**config.mk**
```make
export PLATFORM = sky130hd
export DESIGN_NAME = fetch_unit
export DESIGN_NICKNAME = d
export VERILOG_FILES = /design/src/rtl/riscv_pkg.sv /design/src/rtl/fetch_queue.sv /design/src/rtl/fetch_unit.sv
export SDC_FILE = /design/constraint.sdc
export NUM_CORES = 1
export LEC_CHECK = 0
export CAP_MARGIN = 20
export CORE_MARGIN = 10
export CORE_UTILIZATION = 35
export CTS_CLUSTER_SIZE = 8
export DETAILED_ROUTE_END_ITERATION = 8
export SLEW_MARGIN = 25
export SYNTH_ARGS = -nofsm -noshare
export SYNTH_HDL_FRONTEND = slang
export SYNTH_SLANG_ARGS = --single-unit
export TNS_END_PERCENT = 5
```
**constraint.sdc**
```tcl
create_clock -name clk -period 5.5 [get_ports clk]
set_input_delay 0.55 -clock clk [delete_from_list [all_inputs] [get_ports clk]]
set_output_delay 0.55 -clock clk [all_outputs]
set_load 0.05 [all_outputs]
```
**src/rtl/riscv_pkg.sv**
```systemverilog
// Definitions shared by the fetch unit and its instruction queue.
package riscv_pkg;

    localparam int          XLEN      = 32;
    localparam logic [31:0] INSTR_NOP = 32'h0000_0013;
    // Layout of one queue entry: {pc, instruction, fault}
    localparam int          FQ_W      = 2 * XLEN + 1;

    typedef enum logic {
        FETCH = 1'b0,
        HALT  = 1'b1
    } fetch_state_t;

endpackage

```
**src/rtl/fetch_queue.sv**
```systemverilog
// Fetch-queue FIFO: the head entry is visible one cycle after its push.
// Flush is synchronous and dominant.
module fetch_queue #(
    parameter int WIDTH = 65,
    parameter int DEPTH = 2
) (
    input  logic             clk,
    input  logic             reset,
    input  logic             push_i,
    input  logic             pop_i,
    input  logic             flush_i,
    input  logic [WIDTH-1:0] wdata_i,
    output logic [WIDTH-1:0] rdata_o,
    output logic             full_o,
    output logic             empty_o
);

    localparam int PW = $clog2(DEPTH);
    localparam int CW = PW + 1;

    logic [WIDTH-1:0] mem_q [DEPTH];
    logic [PW-1:0]    rd_ptr_q;
    logic [PW-1:0]    wr_ptr_q;
    logic [CW-1:0]    count_q;
    logic             do_push;
    logic             do_pop;

    assign full_o  = (count_q == CW'(DEPTH));
    assign empty_o = (count_q == '0);
    assign do_pop  = pop_i && !empty_o;
    // A full queue still accepts a push when the head leaves in the same cycle.
    assign do_push = push_i && (!full_o || do_pop);
    assign rdata_o = mem_q[rd_ptr_q];

    always_ff @(posedge clk) begin
        if (reset) begin
            rd_ptr_q <= '0;
            wr_ptr_q <= '0;
            count_q  <= '0;
            for (int i = 0; i < DEPTH; i++) begin
                mem_q[i] <= '0;
            end
        end else if (flush_i) begin
            rd_ptr_q <= '0;
            wr_ptr_q <= '0;
            count_q  <= '0;
        end else begin
            if (do_push) begin
                mem_q[wr_ptr_q] <= wdata_i;
                wr_ptr_q        <= wr_ptr_q + 1'b1;
            end
            if (do_pop) begin
                rd_ptr_q <= rd_ptr_q + 1'b1;
            end
            case ({do_push, do_pop})
                2'b10:   count_q <= count_q + 1'b1;
                2'b01:   count_q <= count_q - 1'b1;
                default: count_q <= count_q;
            endcase
        end
    end

endmodule

```
**src/rtl/fetch_unit.sv**
```systemverilog
// Instruction fetch: the PC register and FETCH/HALT control feeding a small
// queue toward decode. Illegal fetches produce one faulted NOP and then halt.
module fetch_unit
    import riscv_pkg::*;
#(
    parameter logic [31:0] RESET_PC   = 32'h0000_0000,
    parameter int          IMEM_BYTES = 400,
    parameter int          QDEPTH     = 2
) (
    input  logic        clk,
    input  logic        reset,
    output logic [31:0] inst_address,
    input  logic [31:0] instruction,
    input  logic        redirect_valid,
    input  logic [31:0] redirect_pc,
    output logic        out_valid,
    input  logic        out_ready,
    output logic [31:0] out_instr,
    output logic [31:0] out_pc,
    output logic        out_fault
);

    logic [31:0]     pc_q;
    logic [31:0]     pc_d;
    fetch_state_t    state_q;
    fetch_state_t    state_d;
    logic            push;
    logic            pop;
    logic            flush;
    logic            q_full;
    logic            q_empty;
    logic [FQ_W-1:0] wdata;
    logic [FQ_W-1:0] rdata;
    logic [32:0]     pc_last_byte;
    logic            fault;

    // 33-bit sum so the bounds test cannot be fooled by wrap-around near 2^32.
    assign pc_last_byte = {1'b0, pc_q} + 33'd3;
    assign fault        = (pc_q[1:0] != 2'b00) || (pc_last_byte >= 33'(IMEM_BYTES));

    assign inst_address = pc_q;
    assign out_valid    = !q_empty;
    assign pop          = out_valid && out_ready && !redirect_valid;

    always_comb begin
        pc_d    = pc_q;
        state_d = state_q;
        push    = 1'b0;
        flush   = 1'b0;
        wdata   = {pc_q, instruction, 1'b0};
        if (redirect_valid) begin
            flush   = 1'b1;
            pc_d    = redirect_pc;
            state_d = FETCH;
        end else if ((state_q == FETCH) && (!q_full || pop)) begin
            push = 1'b1;
            if (fault) begin
                wdata   = {pc_q, INSTR_NOP, 1'b1};
                state_d = HALT;
            end else begin
                pc_d = pc_q + 32'd4;
            end
        end
    end

    always_ff @(posedge clk) begin
        if (reset) begin
            pc_q    <= RESET_PC;
            state_q <= FETCH;
        end else begin
            pc_q    <= pc_d;
            state_q <= state_d;
        end
    end

    fetch_queue #(
        .WIDTH (FQ_W),
        .DEPTH (QDEPTH)
    ) u_queue (
        .clk     (clk),
        .reset   (reset),
        .push_i  (push),
        .pop_i   (pop),
        .flush_i (flush),
        .wdata_i (wdata),
        .rdata_o (rdata),
        .full_o  (q_full),
        .empty_o (q_empty)
    );

    assign out_pc    = rdata[FQ_W-1 -: 32];
    assign out_instr = rdata[32:1];
    assign out_fault = rdata[0];

endmodule
```
Yosys cells after proc, flatten, opt, wreduce, memory -nomap -nowiden
Memories as Yosys holds them, arrays and structs flattened. A register that Yosys moved wholly into a read port is not among the register bits.
Cells that the tools add are included.
{"block": "totals", "register_bits": 37, "latch_bits": 0, "ramBits": 130, "rom_bits": 0, "n_memories": 1}
{"block": "classes", "addsub": 6, "n_mul": 0, "div": 0, "n_lt_le_gt_ge": 1, "eq_ne": 4, "shifts": 0, "muxes": 21, "bitwise_logic": 1, "n_reduce_logical": 20}
{"name": "u_queue.mem_q", "words": 2, "word_bits": 65, "read_ports": 1, "rd_clocked_by_memory_dff": 1, "wr": 2, "line": "fetch_queue.sv:21", "rtl": "logic [WIDTH-1:0] mem_q [DEPTH];"}
{"operator": "33-bit two-way mux", "n": 3}
{"operator": "32-bit two-way mux", "n": 3}
{"operator": "65-bit two-way mux", "n": 1}
{"operator": "65-bit OR reduction", "n": 1}
{"operator": "32-bit by 2-bit adder with 33-bit output, second input constant", "n": 1}
{"operator": "33-bit by 9-bit greater-or-equal comparator with 1-bit output, second input constant", "n": 1}
{"operator": "32-bit by 3-bit adder with 32-bit output, second input constant", "n": 1}
{"operator": "1-bit two-way mux", "n": 13}
{"operator": "2-bit nonzero test", "n": 3}
{"operator": "1-bit logical AND", "n": 5}
{"operator": "2-bit equality test, second input constant", "n": 2}
{"operator": "2-bit case mux with 2 select lines", "n": 1}
{"operator": "2-bit AND reduction", "n": 2}
{"operator": "2-bit OR reduction", "n": 2}
{"operator": "1-bit logical NOT", "n": 3}
{"operator": "1-bit logical OR", "n": 3}
{"operator": "1-bit adder, second input constant", "n": 2}
{"operator": "2-bit by 1-bit adder with 2-bit output, second input constant", "n": 1}
{"operator": "2-bit by 1-bit equality test with 1-bit output, second input constant", "n": 1}
{"operator": "2-bit logical NOT", "n": 1}
{"operator": "2-bit != test, second input constant", "n": 1}
{"operator": "2-bit by 1-bit subtractor with 2-bit output, second input constant", "n": 1}
{"operator": "1-bit NOT", "n": 1}

Logic depth before layout (Yosys ltp)
Gate-level depths: netlist (run 1).
{"block": "depth", "ltp_word": 15, "depth_mapped": 10, "depth_no_buf": 8}

By module
From an unflattened synthesis (run 1), not the netlist that was laid out.
{"block": "hier_totals", "cells_unflattened": 685, "area_unflattened_um2": 8420.6}
{"mod": "fetch_queue", "n_inst": 1, "cells_per_inst": 379, "area_per_inst_um2": 5975.7, "seq_area_each_um2": 4003.8}
{"mod": "fetch_unit", "n_inst": 1, "cells_per_inst": 306, "area_per_inst_um2": 2444.8, "seq_area_each_um2": 660.6}

Least setup slack after synthesis (run 1)
No wires, ideal clock.
{"block": "synth_timing", "path_kind": "input -> register", "start": "input port out_ready", "end": "memory u_queue.mem_q[0][0] (enable)", "setup_time_ps": 502, "arrival_time_ps": 4237, "required_time_ps": 4998, "slack_ps": 761, "path_stages": 5, "path_cell_list": "nor2b_1 -> nor3b_1 -> or3_1 -> clkbuf_1 -> o21bai_1"}
{"element": "start, declared", "line": "fetch_unit.sv:17", "rtl": "input logic out_ready,"}
{"element": "end, declared", "line": "fetch_queue.sv:21"}

==> results.rst, run 1 <==
.. list-table::
   :header-rows: 1

   * - Metric
     - Value
   * - Status
     - finished clean
   * - Leakage power
     - 3.99 nW
   * - Critical-path maximum fanout
     - 65
   * - Path class of the lowest-slack min-delay path
     - register to register
   * - Number of flops mapped to enable cells by yosys
     - 130
   * - Final critical delay including setup and external delays
     - 3.56 ns
   * - Number of pins with negative max-slew slack in the final report
     - 0
   * - Port Buf Inserts
     - 165
   * - Synthesized flop and latch total
     - 168
   * - Vias in the first global route
     - 5798
   * - Fin. Hold Viols
     - 0
   * - Clock-pin slew on the worst setup and hold paths
     - 0.07 ns
   * - Worst IR drop on VDD
     - 0.242 mV
   * - Ordered list of cells on the worst path
     - clkdlybuf4s50_1 > nor2_1 > nand2_1 > or3_1 > nand2b_4
   * - Horizontal die dimension
     - 172 microns
   * - Count of hold-fix buffers inserted at cts
     - 0
   * - Worst setup path class
     - primary input to register
   * - Leading cell type in the layout, fill and taps excluded
     - clkdlybuf4s50_1
   * - Post-Syn Area per Cell
     - 12.3 sq um
   * - Num CTS Buffers
     - 17
   * - Cell count after synthesis
     - 661
   * - Max Cap Viol
     - 0
   * - Final Setup Violations
     - 0
   * - Global Route Usage Sum
     - 0.145
   * - Total I/O pin count
     - 166
   * - Antenna violations before repair
     - 0
   * - Clock tree skew after final layout
     - 0.00955 ns
   * - Leading register cell type out of synthesis
     - edfxtp_1
   * - Nets@finish
     - 841
   * - Setup TNS
     - 0 ns
   * - # diodes
     - 0
   * - Largest net degree at the start of global routing
     - 66
   * - Wire length of the first global-routing pass
     - 32900 microns
   * - Antenna violation net count after detailed routing
     - 0
   * - Worst slack after detailed placement
     - 1.51 ns
   * - Signed area change from the synthesized netlist to the final layout
     - 28.3%
   * - PnR worst setup slack
     - 1.94 ns
   * - Data required time at the worst endpoint
     - 5.54 ns
   * - Overall routed net length
     - 21700 microns
   * - Worst-path cell with the longest stage delay
     - clkdlybuf4s50_1
   * - Detailed-router iteration count before antenna repair
     - 5
   * - Detailed-placement wirelength estimate
     - 14900 microns
   * - Clock tree sinks
     - 168
   * - Combined buffer and inverter count along the critical path
     - 1
   * - Share of synthesized flip-flops with an asynchronous set or reset
     - 0
   * - Number of levels in the clock H-tree
     - 4
   * - Unique cell type count in the Yosys netlist
     - 58
   * - Highest attainable clock frequency
     - 0.281 GHz
   * - Die Area
     - 29700 sq um
   * - Count of standard-cell rows
     - 55
   * - Count of placed standard cells in the final layout, fillers left out
     - 1069
   * - Post-synthesis net count
     - 731
   * - Worst hold slack after final layout
     - 0.520 ns
   * - Routed len/inst
     - 20.3 microns
   * - Kind of cell with the highest combined delay on the critical path
     - simple AND/OR/NAND/NOR gates
   * - Slowest stage delay, CP
     - 0.83 ns
   * - Post-route DRC
     - 0
   * - Setup Fix Bufs, Post-CTS
     - 0
   * - Total number of vias
     - 5662
   * - Core Area
     - 22700 sq um
   * - Remaining Overflow, GRT
     - 0
   * - Final critical-path share of the clock period
     - 0.648
   * - Fillers
     - 2072
   * - TritonCTS clock tree
     - yes
   * - Startpoint type of the worst setup path
     - primary input
   * - Signal arrival time at the worst endpoint
     - 3.61 ns
   * - Headroom to the max-slew limit
     - 0.351
   * - Synth Cell Area
     - 8120 sq um
   * - Measured slew at the worst slew-check pin
     - 0.974 ns
   * - Unrepaired setup endpoints after global routing
     - false
   * - Die Span Y
     - 172 microns
   * - Routability cong.
     - 0.799
   * - Critical path capture point type
     - register
   * - Largest buffer count on any clock path
     - 2
   * - Number of cells in the design after placement
     - 1037
   * - Resize count post-CTS
     - 0
   * - Layout cells sized above 1
     - 0.161
   * - Cell at the root of the clock tree
     - clkbuf_16
   * - Drt initial violations
     - 327
   * - Portion of the post-synthesis area used by sequential elements
     - 0.574
   * - Total of warnings raised by yosys
     - 0
   * - Commonest cells after routing, fill and taps aside
     - 165 x clkdlybuf4s50_1, 130 x edfxtp_1, 65 x mux2_2
   * - Initial core utilization
     - 0.358
   * - Power per standard cell area
     - 316 nW/um^2
   * - Via count normalized by instance count
     - 5.30
   * - Later-pin clock latency in the skew report
     - 0.42 ns
cell families after synthesis:
logic type               share of synthesized area
adder cells (fa/ha/maj)                    0.00308
XOR/XNOR                                    0.0162
multiplexers                                 0.106
flip-flops                                   0.574
AO/OA/AOI/OAI                               0.0616
buffers and inverters                       0.0579
AND/OR/NAND/NOR                              0.181
per-layer routing:
layer  vias to the layer above  track usage  share of wire
met5                         -            0              0
li1                       2646            -              -
met4                         0       0.0409          0.011
met2                       223        0.232           0.46
met1                      2774        0.182           0.44
met3                        19       0.0502          0.088
cell usage after synthesis, drive strengths merged (3+ instances only):
cell type    n  share of area
edfxtp     130           0.48
mux2        65          0.090
and3        62          0.048
and2        61          0.047
buf         43          0.037
clkbuf      38          0.018
dfxtp       38          0.094
nor2        33          0.015
nand4       16          0.014
a22o        15          0.016
nand2       14         0.0065
mux2i       13          0.016
nor3        12         0.0080
nor4        12          0.014
nand3       11         0.0068
a21oi       10         0.0062
inv          8         0.0037
xor2         8         0.0086
xnor2        7         0.0075
nor2b        6         0.0046
or2          5         0.0039
or3          5         0.0039
a211oi       4         0.0037
a31oi        4         0.0046
a32oi        4         0.0043
o211ai       4         0.0043
o21ai        3         0.0018
or4          3         0.0032
metrics by stage:
| stage | total power [mW] | instance area [sq um] | util |
|---|---|---|---|
| after floorplan | 1.89 | 8120 | - |
| after global placement | 2.08 | 9770 | 0.430 |
| after detailed placement | 2.09 | 9800 | 0.431 |
| after CTS | 3.33 | 10400 | 0.458 |
| after global routing | 3.42 | 10400 | 0.459 |
| final | 3.30 | 10400 | 0.459 |
worst min-delay path, delay by kind of cell, from the launching register on:
family         cells  cell delay, ns
AO/OA/AOI/OAI      2            0.14
flip-flops         1            0.33
layout make-up:
class | instances | area, sq um | area share
flip-flops and latches | 168 | 4670 | 0.448
multi-input cells | 404 | 3030 | 0.291
well taps | 285 | 357 | 0.0342
clock buffers | 18 | 429 | 0.0412
repair buffers | 172 | 1720 | 0.166
clock inverters | 14 | 181 | 0.0174
inverters | 8 | 30.0 | 0.00288
final timing paths:
| kind | slack (ns) | cells after the start | startpoint | end |
|---|---|---|---|---|
| worst max register to register | 2.05 | 7 | inst_address[4] | inst_address[31] |
| worst max-delay path | 1.94 | 5 | reset | u_queue.mem_q[1][38] |
| worst min-delay path | 0.52 | 2 | u_queue.count_q[1] | u_queue.count_q[1] |
| worst min register to register | 0.52 | 2 | u_queue.count_q[1] | u_queue.count_q[1] |
registers in the layout (all words and copies together) (netlist names), named ones only:
signal	count
state_q	1
u_queue.mem_q	130
u_queue.wr_ptr_q	1
u_queue.rd_ptr_q	1
u_queue.count_q	2
inst_address	32
where the power goes:
group          internal, mW  switching, mW
combinational         0.208          0.349
clock                 0.726          0.513
sequential             1.44         0.0585
No activity file was read; power rests on OpenSTA's default activity.
==> inputs of run 2 (changes only) <==
- clock period: 5.5 -> 3.3 ns (I/O delays scaled with it)
==> run 2 against run 1 <==
Effect of this change: critical path depth is 3 higher; clock power is 63% higher; critical endpoint is now inst_address[21]; largest power group unchanged; sequential power is 64% higher; cell count is 3.0% higher.
==> results.rst, run 2 (same netlist as run 1, synthesis figures left out) <==
.. list-table::
   :header-rows: 1

   * - Metric
     - Value
   * - Headroom to the max-slew limit
     - 0.461 (+0.110)
   * - Count of standard-cell rows
     - 55 (unchanged)
   * - Core Area
     - 22700 sq um (unchanged)
   * - Detailed-router iteration count before antenna repair
     - 5 (unchanged)
   * - Fin. Hold Viols
     - 0 (unchanged)
   * - Number of pins with negative max-slew slack in the final report
     - 0 (unchanged)
   * - Status
     - finished clean
   * - Antenna violation net count after detailed routing
     - 0 (unchanged)
   * - Power per standard cell area
     - 514 nW/um^2 (+63%)
   * - Path class of the lowest-slack min-delay path
     - primary input to register
   * - Final critical-path share of the clock period
     - 0.917
   * - Cell at the root of the clock tree
     - clkbuf_16
   * - TritonCTS clock tree
     - yes
   * - Critical-path maximum fanout
     - 14 (-78%)
   * - Worst IR drop on VDD
     - 0.301 mV (+24%)
   * - Max Cap Viol
     - 0 (unchanged)
   * - Worst setup path class
     - register to register
   * - Num CTS Buffers
     - 17 (unchanged)
   * - Via count normalized by instance count
     - 5.33 (+0.71%)
   * - Clock tree skew after final layout
     - 0.0120 ns (+0.00247 ns)
   * - Total I/O pin count
     - 166 (unchanged)
   * - Routability cong.
     - 0.900 (+13%)
   * - Final critical delay including setup and external delays
     - 3.03 ns
   * - Remaining Overflow, GRT
     - 0 (unchanged)
   * - Die Area
     - 29700 sq um (unchanged)
   * - Startpoint type of the worst setup path
     - register
   * - Setup TNS
     - 0 ns (unchanged)
   * - Commonest cells after routing, fill and taps aside
     - 165 x clkdlybuf4s50_1, 130 x edfxtp_1, 65 x mux2_2
   * - Measured slew at the worst slew-check pin
     - 0.806 ns (-0.168 ns)
   * - Clock-pin slew on the worst setup and hold paths
     - 0.07 ns (about the same)
   * - Antenna violations before repair
     - 3 (+3)
   * - Overall routed net length
     - 23400 microns (+8.0%)
   * - Initial core utilization
     - 0.358 (unchanged)
   * - Routed len/inst
     - 21.3 microns (+4.9%)
   * - Leading cell type in the layout, fill and taps excluded
     - clkdlybuf4s50_1
   * - Data required time at the worst endpoint
     - 3.66 ns (-1.88 ns)
   * - Highest attainable clock frequency
     - 0.330 GHz
   * - Largest buffer count on any clock path
     - 2 (unchanged)
   * - Post-route DRC
     - 0 (unchanged)
   * - Detailed-placement wirelength estimate
     - 16100 microns (+8.0%)
   * - Worst hold slack after final layout
     - 0.490 ns (-0.0305 ns)
   * - Port Buf Inserts
     - 165 (unchanged)
   * - Most flop-heavy register
     - u_queue.mem_q
   * - Wire length of the first global-routing pass
     - 35300 microns (+7.6%)
   * - Die Span Y
     - 172 microns (unchanged)
   * - Leakage power
     - 4.15 nW (+3.8%)
   * - Drt initial violations
     - 408 (+25%)
   * - Kind of cell with the highest combined delay on the critical path
     - compound AO/OA/AOI/OAI gates
   * - Number of levels in the clock H-tree
     - 4 (unchanged)
   * - Later-pin clock latency in the skew report
     - 0.43 ns (about the same)
   * - Worst R2R Path Depth
     - 8 (+1)
   * - Vias in the first global route
     - 6091 (+5.1%)
   * - Unrepaired setup endpoints after global routing
     - false
   * - Critical path capture point type
     - register
   * - Slowest stage delay, CP
     - 0.70 ns (-0.13 ns)
   * - Largest net degree at the start of global routing
     - 66 (unchanged)
   * - Ordered list of cells on the worst path
     - ha_1 > nand3_1 > nor4_2 > a211oi_1 > a31o_2 > and4_2 > a31oi_2 > a22o_1
   * - Layout cells sized above 1
     - 0.196 (+0.0349)
   * - Clock tree sinks
     - 168 (unchanged)
   * - Total number of vias
     - 5873 (+3.7%)
   * - Signed area change from the synthesized netlist to the final layout
     - 31.3%
   * - Number of cells on the worst hold path
     - 2 (unchanged)
   * - Critical Path Stages
     - 8 (+3)
   * - Max FFs per register
     - 130 (unchanged)
   * - Final Setup Violations
     - 0 (unchanged)
   * - Nets@finish
     - 870 (+3.4%)
   * - Horizontal die dimension
     - 172 microns (unchanged)
   * - Worst-path cell with the longest stage delay
     - a31oi_2
   * - Count of hold-fix buffers inserted at cts
     - 0 (unchanged)
   * - Combined buffer and inverter count along the critical path
     - 0 (-1)
   * - Global Route Usage Sum
     - 0.156 (+0.0108)
   * - Signal arrival time at the worst endpoint
     - 3.39 ns (-0.22 ns)
-- run 2: changes by cell type in the layout (fill, tap and decap cells not counted), sizes merged --
cell and change:
clkinv +2, clkbuf -1, bufinv -1, diode +3, inv -1, clkinvlp +1, buf +29
-- run 2: final timing paths --
kind | start | endpoint | slack [ns]
setup / recovery | inst_address[2] | inst_address[21] | 0.27
hold / removal | redirect_pc[25] | inst_address[25] | 0.49
setup reg to reg | inst_address[2] | inst_address[21] | 0.27
hold reg to reg | u_queue.rd_ptr_q | register | 0.51
-- run 2: layout make-up --
type	instances	area, sq um
Antenna cell	3	7.51
Multi-Input combinational cell	404	3030
Clock buffer	17	425
Fill cell	2044	12000
Sequential cell	168	4670
Timing Repair Buffer	201	1990
Inverter	8	30.0
Clock inverter	15	165
Tap cell	285	357
-- run 2: power by group --
group	switching (mW)	total [mW]	internal (mW)
logic	0.628	1.00	0.376
clock network	0.890	2.02	1.13
registers	0.0610	2.46	2.40
-- run 2: worst reg2reg max path, stage by stage (launching register included) --
cell,delay [ns]
dfxtp_1,0.44
ha_1,0.33
nand3_1,0.17
nor4_2,0.39
a211oi_1,0.14
a31o_2,0.24
and4_2,0.31
a31oi_2,0.70
a22o_1,0.26
-- run 2: through the flow --
stage	power, mW	std cells	util	setup slack [ns]	area [sq um]
finish	5.49	1101	0.470	0.273	10700
CTS	5.55	1098	0.469	0.122	10700
floorplan	3.14	661	-	0.134	8130
global placement	3.50	1064	0.441	0.194	10000
global route	5.69	1098	0.469	0.0633	10700
detailed placement	3.52	1066	0.443	-0.00424	10100
-- run 2: routing by layer --
layer / up-vias / GRT usage / share of wire
met2: 229 / 0.255 / 0.47
met4: 0 / 0.0502 / 0.014
met1: 2911 / 0.193 / 0.44
met3: 27 / 0.0477 / 0.072
met5: - / 0 / 0
li1: 2706 / - / -
-- run 2: repair_timing --
action                                  in CTS  in global routing
gates resized for setup                      1                  2
setup buffers                                0                  0
endpoints found under the setup margin       1                 21
==> inputs of run 3 (changes only) <==
- CORE_ASPECT_RATIO: default -> 0.7
==> run 3 against run 2 <==
Effect of this change: critical path depth is the same; worst hold slack improved by 0.0018 ns; highest routed layer is now met5; critical path type unchanged; sequential cell count unchanged; power decreased by 3.3%; largest power group unchanged; setup slack got worse by 0.092 ns.
==> results.rst, run 3 (same netlist as run 1, synthesis figures left out) <==
.. list-table::
   :header-rows: 1

   * - Metric
     - Value
   * - Die Area
     - 29800 sq um (+0.33%)
   * - Number of pins with negative max-slew slack in the final report
     - 0 (unchanged)
   * - Leakage power
     - 4.17 nW (+0.66%)
   * - Initial core utilization
     - 0.357 (-0.000394)
   * - Power share of the clock group
     - 0.343 (-0.026)
   * - Status
     - finished clean
   * - Final critical delay including setup and external delays
     - 3.12 ns (+0.0924 ns)
   * - Count of standard-cell rows
     - 46 (-16%)
   * - Register-to-register setup slack
     - 0.18 ns (-0.09 ns)
   * - TritonCTS clock tree
     - yes
   * - Highest attainable clock frequency
     - 0.321 GHz (-3.0%)
   * - Setup Fix Bufs, Post-CTS
     - 0 (unchanged)
   * - Die Span Y
     - 147 microns (-14%)
   * - Layout cells sized above 1
     - 0.200 (+0.00443)
   * - Final Setup Violations
     - 0 (unchanged)
   * - Worst-path cell with the longest stage delay
     - dfxtp_1
   * - Cell at the root of the clock tree
     - clkbuf_16
   * - Global Route Usage Sum
     - 0.159 (+0.00280)
   * - Critical-path maximum fanout
     - 58 (+44)
   * - Num CTS Buffers
     - 17 (unchanged)
   * - Nets@finish
     - 877 (+0.80%)
   * - Power, Total
     - 5.31 mW (-3.3%)
   * - GR met3 Demand/Resource
     - 0.0483 (+0.000602)
   * - Drt initial violations
     - 370 (-9.3%)
   * - M1 GR Usage
     - 0.218 (+0.0257)
   * - Slowest stage delay, CP
     - 0.58 ns (-0.12 ns)
   * - Worst hold slack after final layout
     - 0.492 ns (+0.00181 ns)
   * - Switching power summed over all nets
     - 1.56 mW (-1.4%)
   * - Power share of the sequential group
     - 0.464 (+0.016)
   * - Critical path capture point type
     - register
   * - Overall routed net length
     - 23800 microns (+1.6%)
   * - Cell internal pwr
     - 3.75 mW (-4.1%)
   * - Total number of vias
     - 5766 (-1.8%)
   * - Most flop-heavy register
     - u_queue.mem_q
   * - Leading cell type in the layout, fill and taps excluded
     - clkdlybuf4s50_1
   * - Data required time at the worst endpoint
     - 3.59 ns (-0.07 ns)
   * - Startpoint type of the worst setup path
     - register
   * - Horizontal die dimension
     - 202 microns (+17%)
   * - Later-pin clock latency in the skew report
     - 0.43 ns (about the same)
   * - Vias in the first global route
     - 6038 (-0.87%)
   * - Path class of the lowest-slack min-delay path
     - primary input to register
   * - Max FFs per register
     - 130 (unchanged)
   * - Total I/O pin count
     - 166 (unchanged)
   * - Clock-pin slew on the worst setup and hold paths
     - 0.07 ns (about the same)
   * - Measured slew at the worst slew-check pin
     - 0.593 ns (-0.213 ns)
   * - Worst IR drop on VDD
     - 0.357 mV (+19%)
   * - Number of levels in the clock H-tree
     - 4 (unchanged)
   * - Headroom to the max-slew limit
     - 0.603 (+0.142)
   * - Commonest cells after routing, fill and taps aside
     - 165 x clkdlybuf4s50_1, 130 x edfxtp_1, 65 x mux2_2
   * - Power per standard cell area
     - 496 nW/um^2 (-3.6%)
   * - Via count normalized by instance count
     - 5.09 (-4.5%)
   * - Final critical-path share of the clock period
     - 0.945 (+0.0280)
   * - Antenna violation net count after detailed routing
     - 0 (unchanged)
   * - Signed area change from the synthesized netlist to the final layout
     - 31.7%
   * - Signal arrival time at the worst endpoint
     - 3.41 ns (+0.02 ns)
   * - Worst slack after detailed placement
     - 0.156 ns (+0.160 ns)
   * - Post-route DRC
     - 0 (unchanged)
   * - Detailed-router iteration count before antenna repair
     - 5 (unchanged)
   * - Ordered list of cells on the worst path
     - o211ai_2 > nor4_1 > xor2_1 > a21oi_1 > and4_2 > a31o_2 > buf_12 > and3_1
   * - Net switching share of the total power
     - 0.293 (+0.00569)
   * - Clock tree sinks
     - 168 (unchanged)
   * - Routed len/inst
     - 21.0 microns (-1.2%)
   * - Remaining Overflow, GRT
     - 0 (unchanged)
   * - Largest buffer count on any clock path
     - 2 (unchanged)
   * - Detailed-placement wirelength estimate
     - 16900 microns (+4.9%)
   * - Max Cap Viol
     - 0 (unchanged)
   * - Fin. Hold Viols
     - 0 (unchanged)
   * - Routability cong.
     - 0.917 (+1.9%)
   * - Core Area
     - 22700 sq um (+0.11%)
   * - Final core utilization
     - 0.470 (+0.000694)
   * - Port Buf Inserts
     - 165 (unchanged)
   * - Antenna violations before repair
     - 1 (-2)
   * - Setup TNS
     - 0 ns (unchanged)
   * - Fillers
     - 2038 (-0.29%)
   * - PnR worst setup slack
     - 0.181 ns (-0.0924 ns)
   * - Worst setup path class
     - register to register
   * - Clock tree skew after final layout
     - 0.0106 ns (-0.00145 ns)
   * - Wire length of the first global-routing pass
     - 36800 microns (+4.0%)
   * - Global-route track usage on met2
     - 0.241 (-0.0144)
   * - Unrepaired setup endpoints after global routing
     - false
   * - Combinational fraction of design power
     - 0.193 (+0.010)
   * - Highest-utilization routing layer at the global route stage
     - met2
   * - # diodes
     - 0 (-3)
   * - Largest net degree at the start of global routing
     - 59 (-11%)
## run 3: worst max-delay path: cells and delay by family (launching register included)
family / cells / cell delay (ns)
AND/OR/NAND/NOR: 3 / 1.11
flip-flops: 1 / 0.58
XOR/XNOR: 1 / 0.16
buffers and inverters: 1 / 0.25
AO/OA/AOI/OAI: 3 / 0.86
## run 3: layout make-up
type / count / area [sq um] / area share
Multi-Input combinational cell: 404 / 3050 / 0.286
Inverter: 8 / 30.0 / 0.00281
Tap cell: 312 / 390 / 0.0365
Clock inverter: 15 / 101 / 0.00948
Timing Repair Buffer: 208 / 2020 / 0.189
Clock buffer: 17 / 425 / 0.0398
Sequential cell: 168 / 4670 / 0.437
## run 3: power groups by stage
stage / Sequential, mW / Clock (mW) / Combinational (mW)
floorplan: 2.49 / 0 / 0.645
global placement: 2.50 / 0 / 1.02
detailed placement: 2.51 / 0 / 1.03
CTS: 2.46 / 1.85 / 1.03
global route: 2.47 / 1.95 / 1.08
finish: 2.46 / 1.82 / 1.02
## run 3: stage by stage
stage	cell area [sq um]	cells
2_1_floorplan	8130	661
3_3_place_gp	10100	1100
3_5_place_dp	10100	1100
4_1_cts	10700	1132
5_1_grt	10700	1132
6_report	10700	1132
## run 3: metal layers
| layer | share of wire | routed length [microns] | vias up |
|---|---|---|---|
| li1 | - | - | 2711 |
| met1 | 0.47 | 11200 | 2843 |
| met2 | 0.45 | 10700 | 194 |
| met3 | 0.071 | 1700 | 16 |
| met4 | 0.0069 | 164 | 2 |
| met5 | 0.00055 | 13 | - |
## run 3: final timing paths
kind / depth (start not counted) / startpoint / end
worst max-delay path: 8 / inst_address[6] / u_queue.mem_q[1][28]
worst min-delay path: 2 / redirect_pc[16] / inst_address[16]
worst max register to register: 8 / inst_address[6] / u_queue.mem_q[1][28]
worst min register to register: 1 / state_q / state_q
## run 3: what timing repair did
action / CTS / global route
endpoints found under the setup margin: 0 / 77
resized for setup: 0 / 6
hold buffers: 0 / 0
==> RTL edit (settings of run 3) <==
Change the parameter `IMEM_BYTES` from 400 to 300.
--- a/src/rtl/fetch_unit.sv
+++ b/src/rtl/fetch_unit.sv
@@ -4,7 +4,7 @@
     import riscv_pkg::*;
 #(
     parameter logic [31:0] RESET_PC   = 32'h0000_0000,
-    parameter int          IMEM_BYTES = 400,
+    parameter int          IMEM_BYTES = 300,
     parameter int          QDEPTH     = 2
 ) (
     input  logic        clk,
Check against the original RTL: not equivalent (Yosys sat finds a counterexample within 4 cycles, from zero or initial values and one cycle with reset high).
==> RTL edit against run 3 <==
Core utilization increased by 0.47 points; die area decreased by 0.74%; area after synthesis decreased by 0.83%; clock power increased by 15%; worst hold slack got worse by 0.16 ns; via count increased by 1.4%; power increased by 5.0%; sequential cell count unchanged; routed wire length decreased by 3.4%; design area increased by 0.49%; setup slack got worse by 0.0033 ns; largest cell class unchanged.
==> RTL edit: results (changes against run 3) <==
[detailed_routing]
dr_wl_met3_um=1680  ; -0.94%
drt_iter0_drc=573  ; +55%
wl_um=23000  ; -3.4%
top_layer_used=met4
m1WireLength_um=10900  ; -2.6%
via_per_inst=5.14  ; +0.82%

[global_route]
grt_max_degree=66  ; +12%
grt_use_total=0.154  ; -0.00515
grt_pass1_wl_um=35400  ; -3.6%

[placed_design]
dpl.hpwl_um=16400  ; -3.0%
gp_congestion=0.901  ; -1.7%
dpl_cell_area_mm2=0.0101  ; -0.39%

[sta]
skew_ns=0.0196  ; +0.00905 ns
worst_pin_slew_ns=0.581  ; -0.0125 ns

[worst_setup_path]
critPathArrivalTime_ns=3.46  ; +0.05 ns
rr_endpoint=inst_address[4]
slowest_stage=or4_1

[logic_synthesis]
synthTopCellsByArea=edfxtp_1 (48%), dfxtp_1 (9.4%), mux2_2 (9.1%)
synthTopCellsByCount=edfxtp_1 (130), mux2_2 (65), and3_1 (61)

[cells_and_area]
fill_cells=2037  ; -0.049%
drive_above_1_share=0.197  ; -0.00290
finalNetCount=884  ; +0.80%

[hold_path]
holdPathEnd=inst_address[29]

[power_and_ir_drop]
p_sw_mw=1.57  ; +0.75%
leakagePower_nw=4.22  ; +1.2%

[run_status]
status=complete, no violations

RTL edit: layout make-up:
type                            instances  area (µm²)  area share
Clock inverter                         15         189      0.0176
Timing Repair Buffer                  211        2090       0.194
Sequential cell                       168        4670       0.434
Tap cell                              312         390      0.0363
Multi-Input combinational cell        405        2950       0.274
Inverter                               11        41.3     0.00384
Clock buffer                           17         425      0.0396
RTL edit: kinds of logic after synthesis:
kind of cell | count (synthesis) | synth area share
xor+xnor | 9 | 0.00978
buf+inv | 86 | 0.0609
simple gates | 247 | 0.174
mux | 93 | 0.126
compound gates | 54 | 0.0471
fa+ha+maj | 2 | 0.00311
flops | 168 | 0.579
RTL edit: critical path, delay by kind of cell (launching register included):
| family | cells | cell delay [ns] |
|---|---|---|
| simple gates | 4 | 1.78 |
| mux | 1 | 0.24 |
| flops | 1 | 0.36 |
| buf+inv | 1 | 0.18 |
| compound gates | 2 | 0.45 |
